$ cat config.mk
export PLATFORM = sky130hd
export DESIGN_NAME = apb_bus_arbiter
export DESIGN_NICKNAME = d
export VERILOG_FILES = /design/src/rtl/apb_bus_arbiter.sv
export SDC_FILE = /design/constraint.sdc
export NUM_CORES = 1
export LEC_CHECK = 0
export CORE_UTILIZATION = 55
export CTS_BUF_LIST = sky130_fd_sc_hd__clkbuf_4 sky130_fd_sc_hd__clkbuf_8
export DETAILED_ROUTE_END_ITERATION = 7
export DONT_BUFFER_PORTS = 1
export PLACE_DENSITY = 0.73
export SLEW_MARGIN = 10
export SYNTH_ARGS = -nofsm -noshare
export SYNTH_HDL_FRONTEND = slang
export SYNTH_SLANG_ARGS = --single-unit
$ cat constraint.sdc
create_clock -name clk -period 2.26 [get_ports clk]
set_clock_uncertainty 0.15 [all_clocks]
set_input_delay 0.226 -clock clk [delete_from_list [all_inputs] [get_ports clk]]
set_output_delay 0.226 -clock clk [all_outputs]
set_load 0.005 [all_outputs]
$ cat src/rtl/apb_bus_arbiter.sv
// rtl/apb_bus_arbiter.sv - round-robin arbiter and APB master sharing one bus between NREQ requesters
//
// Purpose:
//   Picks one pending requester per transfer in round-robin order.
//   Runs that request through the APB SETUP and ACCESS phases.
//   Returns a one-cycle done pulse to the requester, together with err and the read data.
//   A slave that never raises apb_ready is aborted after TIMEOUT ACCESS cycles.
//
// Ports:
//   clk, reset                 clock (rising edge); synchronous active-high reset
//   req, req_write             per-requester request (held until done) and direction
//   req_id, req_addr,          per-requester packed slices: 2-bit slave id (00 = none),
//   req_wdata                  address and write data
//   done, err, resp_rdata      one-hot completion pulse; error flag and read data valid with it
//   apb_sel, apb_write,        APB master outputs; apb_sel carries the slave id
//   apb_enable, apb_addr,      (00 = idle); apb_enable is high in ACCESS only
//   apb_wdata
//   apb_ready, apb_rdata       response from the selected slave
module apb_bus_arbiter #(
   parameter int NREQ    = 4,
   parameter int AW      = 8,
   parameter int DW      = 8,
   parameter int TIMEOUT = 16
) (
   input  logic               clk,
   input  logic               reset,
   input  logic [NREQ-1:0]    req,
   input  logic [NREQ-1:0]    req_write,
   input  logic [2*NREQ-1:0]  req_id,
   input  logic [AW*NREQ-1:0] req_addr,
   input  logic [DW*NREQ-1:0] req_wdata,
   output logic [NREQ-1:0]    done,
   output logic               err,
   output logic [DW-1:0]      resp_rdata,
   output logic [1:0]         apb_sel,
   output logic               apb_write,
   output logic               apb_enable,
   output logic [AW-1:0]      apb_addr,
   output logic [DW-1:0]      apb_wdata,
   input  logic               apb_ready,
   input  logic [DW-1:0]      apb_rdata
);

   localparam int PW = (NREQ > 1) ? $clog2(NREQ) : 1;
   localparam int CW = $clog2(TIMEOUT + 1);

   typedef enum logic [1:0] {IDLE, SETUP, ACCESS} state_t;

   state_t        state;
   logic [PW-1:0] ptr;
   logic [PW-1:0] gnt;
   logic [CW-1:0] tcnt;

   logic [PW-1:0] pick;
   logic          found;
   logic [1:0]    pick_id;
   int            idx;

   // Scan from the pointer, wrapping modulo NREQ. A requester whose done is
   // still high is skipped so it cannot win twice in a row.
   always_comb begin
      found = 1'b0;
      pick  = '0;
      idx   = 0;
      for (int k = 0; k < NREQ; k++) begin
         idx = int'(ptr) + k;
         if (idx >= NREQ) idx = idx - NREQ;
         if (!found && req[idx] && !done[idx]) begin
            found = 1'b1;
            pick  = PW'(idx);
         end
      end
   end

   assign pick_id = req_id[2*pick +: 2];

   function automatic logic [PW-1:0] next_ptr(input logic [PW-1:0] g);
      return (g == PW'(NREQ - 1)) ? '0 : g + 1'b1;
   endfunction

   always_ff @(posedge clk) begin
      if (reset) begin
         state      <= IDLE;
         ptr        <= '0;
         gnt        <= '0;
         tcnt       <= '0;
         done       <= '0;
         err        <= 1'b0;
         resp_rdata <= '0;
         apb_sel    <= '0;
         apb_write  <= 1'b0;
         apb_enable <= 1'b0;
         apb_addr   <= '0;
         apb_wdata  <= '0;
      end else begin
         // done and err are single-cycle pulses
         done <= '0;
         err  <= 1'b0;
         case (state)
            IDLE: begin
               if (found) begin
                  gnt <= pick;
                  if (pick_id == 2'b00) begin
                     // No slave addressed: answer with an error without touching the bus
                     done[pick] <= 1'b1;
                     err        <= 1'b1;
                     ptr        <= next_ptr(pick);
                  end else begin
                     // The bus registers double as the latched copy of the request
                     apb_sel   <= pick_id;
                     apb_write <= req_write[pick];
                     apb_addr  <= req_addr[AW*pick +: AW];
                     apb_wdata <= req_wdata[DW*pick +: DW];
                     state     <= SETUP;
                  end
               end
            end
            SETUP: begin
               apb_enable <= 1'b1;
               tcnt       <= '0;
               state      <= ACCESS;
            end
            ACCESS: begin
               if (apb_ready || tcnt == CW'(TIMEOUT - 1)) begin
                  done[gnt] <= 1'b1;
                  err       <= !apb_ready;
                  if (apb_ready && !apb_write) resp_rdata <= apb_rdata;
                  apb_sel    <= '0;
                  apb_write  <= 1'b0;
                  apb_enable <= 1'b0;
                  apb_addr   <= '0;
                  apb_wdata  <= '0;
                  tcnt       <= '0;
                  ptr        <= next_ptr(gnt);
                  state      <= IDLE;
               end else begin
                  tcnt <= tcnt + 1'b1;
               end
            end
            default: state <= IDLE;
         endcase
      end
   end

endmodule
==> qor.csv <==
metric,value,unit
area of the core region,4444,um2
Seq cells post-synth,44,
overall track demand over capacity in global routing,26.34,%
Antenna Nets Post-Route,0,
"Primary FF master, synth",dfxtp_1,
Die Y-Extent,70.76,um
weighted congestion reported at the end of routability-driven placement,0.8125,
global-route wire length before repair,10.56,mm
number of vias per cell after detailed routing,6.041,
# Max-Cap Violations,0,
"Hold Violations, Final",0,
Lkg Pwr,1.394,nW
worst endpoint data arrival time,2.34,ns
average size of a mapped cell,7.903,um2
Mapped Nets,433,
maximum number of pins on one net before global-route repair,39,
minimum setup slack after placement,-0.1427,ns
final hold slack,0.05471,ns
initial drt markers,165,
fin crit period,2.253,ns
ports placed on the boundary,124,
highest achievable clock rate,443.8,MHz
synthesized cell area,2600,um2
insertion delay of the later-clocked pin in the worst-skew pair,0.29,ns
PnR worst setup slack,0.006748,ns
proportion of synthesized flip-flops having asynchronous set or reset,0,%
start point of the critical path,done[1],
H-tree levels,2,
data required time at the worst endpoint,2.35,ns
max-slew violation total from the final report,0,
total overflow reported by the global router,0,
Chip Width,70.76,um
clock buffer depth,2,
count of warnings emitted by yosys,0,
Placed Instances,390,
final cycle utilization of the critical path,99.70,%
post-place instance area,2823,um2
"EDFF count, synth",0,
post-synthesis sequential area ratio,33.88,%
critical-path maximum fanout,13,
count of filler cells inserted in the layout,359,
Gate Count Post-Synth,329,
clk slew on worst S/H paths,0.08,ns
Worst Hold Class,in -> reg,
CTS tree,built,
maximum ir drop on the vdd rail,0.6766,mV
total clock buffers created by CTS,5,
startpoint of the worst-slack reg-to-reg timing path,done[1],
number of placement rows,24,
quantity of I/O buffers inserted on ports,0,
vias in the first global route,2299,
total via count in the routed design,2483,
critical path type,reg -> reg,
Worst setup EP type,flop,
Clock Root Buffer,clkbuf_8,
average wire per standard cell,16.08,um
antenna cells,0,
area growth from synthesis to layout,23.24,%
count of different cell masters after synthesis,51,
result of the run,finished with violations,
initial antenna violation count,0,
total DRC errors in the routed layout,10,
final core utilization,72.10,%
final cell area excluding filler cells,3204,um2
Post-layout nets,462,
nature of the critical path startpoint,flop,
TritonRoute pass-1 iters,6,
slew at the pin closest to its max-slew limit,0.5311,ns
area used by sequential logic in the layout,883.3,um2
total power consumption of the routed design,4.254,mW
headroom to the max-slew limit,64.48,%
violations in the final reports,design-rule violations,
total clock sinks,44,
PwrDens,1327,nW/um2
RSZ-0062 raised after global routing,yes,
Detail Placement HPWL,4.710,mm
startpoint of the most critical hold path,req_wdata[29],
footprint of the multi-input gates,1689,um2
number of standard cells in the final layout excluding fillers,411,
starting density of the core,58.50,%
total setup violations reported at the end of the flow,0,
final total negative setup slack,0,ns
proportion of layout cells with a drive suffix above 1,17.55,%
die outline area,5006,um2
total routed wirelength,6.608,mm
-- layout by cell type (no fill, tap or decap), types with 3 or more instances in the layout --
cell            n
nand2_1        82
dfxtp_1        42
nand3_1        41
buf_4          29
nor2_1         27
a32o_1         25
ha_1           13
mux2i_1         9
dlygate4sd3_1   9
inv_1           8
clkbuf_8        5
nand2b_1        4
nor3b_1         3
a211oi_1        3
bufinv_16       3
-- cells in the mapped netlist (2+ instances only) --
master | count | area [um2]
o221ai_1 | 2 | 17.52
nor2b_1 | 2 | 12.51
a211oi_1 | 5 | 37.54
nand2b_1 | 4 | 25.02
a21oi_1 | 3 | 15.01
nand3_1 | 41 | 205.2
mux2i_1 | 9 | 90.09
nand2_1 | 82 | 307.8
a31oi_1 | 2 | 12.51
buf_2 | 2 | 10.01
ha_1 | 13 | 162.7
and2b_1 | 2 | 15.01
nor2_1 | 27 | 101.4
a32o_1 | 25 | 250.2
dfxtp_1 | 44 | 880.8
nand4_1 | 2 | 12.51
clkbuf_1 | 17 | 63.81
inv_1 | 8 | 30.03
xor2_1 | 2 | 17.52
nor3_1 | 2 | 10.01
nor3b_1 | 4 | 30.03
o2111ai_1 | 2 | 17.52
-- routing by layer --
layer  wire length [um]  track usage [%]
met1               2659            32.68
met2               3349            44.12
met3                529            8.262
met4                 70            7.556
met5                  0                0
-- power breakdown --
part           switching, mW  total (mW)  internal [mW]
combinational           1.17        2.17          0.999
clock                  0.260       0.813          0.552
sequential             0.222        1.27           1.05
-- critical path: stages, from the launching register on --
cell      delay [ns]
dfxtp_2         0.33
and2b_4         0.31
a211oi_2        0.07
o32ai_2         0.35
inv_2           0.11
buf_4           0.15
and3_4          0.16
o32ai_4         0.27
buf_12          0.18
a32o_1          0.12
-- repair_timing --
action,4_1_cts,5_1_grt
setup buffers,0,4
pin swaps,1,8
hold buffers,9,0
hold endpoints to repair,12,0
gates resized for setup,4,14
setup endpoints to repair,21,25
-- sequential cells by signal, summed over array words and instances (netlist names) --
register and flops:
apb_addr 8, apb_wdata 8, resp_rdata 8, tcnt 5, done 4, apb_sel 2, gnt 2, ptr 2
state 2, apb_enable 1, apb_write 1, err 1
-- final cells by class --
type	count	share of cell area, %
Clock buffer	5	2.148
Clock inverter	3	2.811
Inverter	10	1.171
Multi-Input combinational cell	255	52.71
Sequential cell	44	27.57
Tap cell	52	2.030
Timing Repair Buffer	42	11.56
-- path summary, 6_finish.rpt --
| path | to | slack [ns] | depth (start not counted) |
|---|---|---|---|
| worst max-delay path | apb_addr[2] | 0.007 | 9 |
| worst min-delay path | apb_wdata[5] | 0.05 | 3 |
| worst max register to register | apb_addr[2] | 0.007 | 9 |
| worst min register to register | tcnt[4] | 0.35 | 2 |
-- kinds of logic after synthesis --
| family | share of synthesized area (%) |
|---|---|
| flip-flops | 33.88 |
| buffers and inverters | 4.716 |
| AND/OR/NAND/NOR | 30.32 |
| AO/OA/AOI/OAI | 19.92 |
| multiplexers | 3.898 |
| adder cells (fa/ha/maj) | 6.256 |
| XOR/XNOR | 1.011 |
Note: power is estimated with default switching activity, not from simulation.
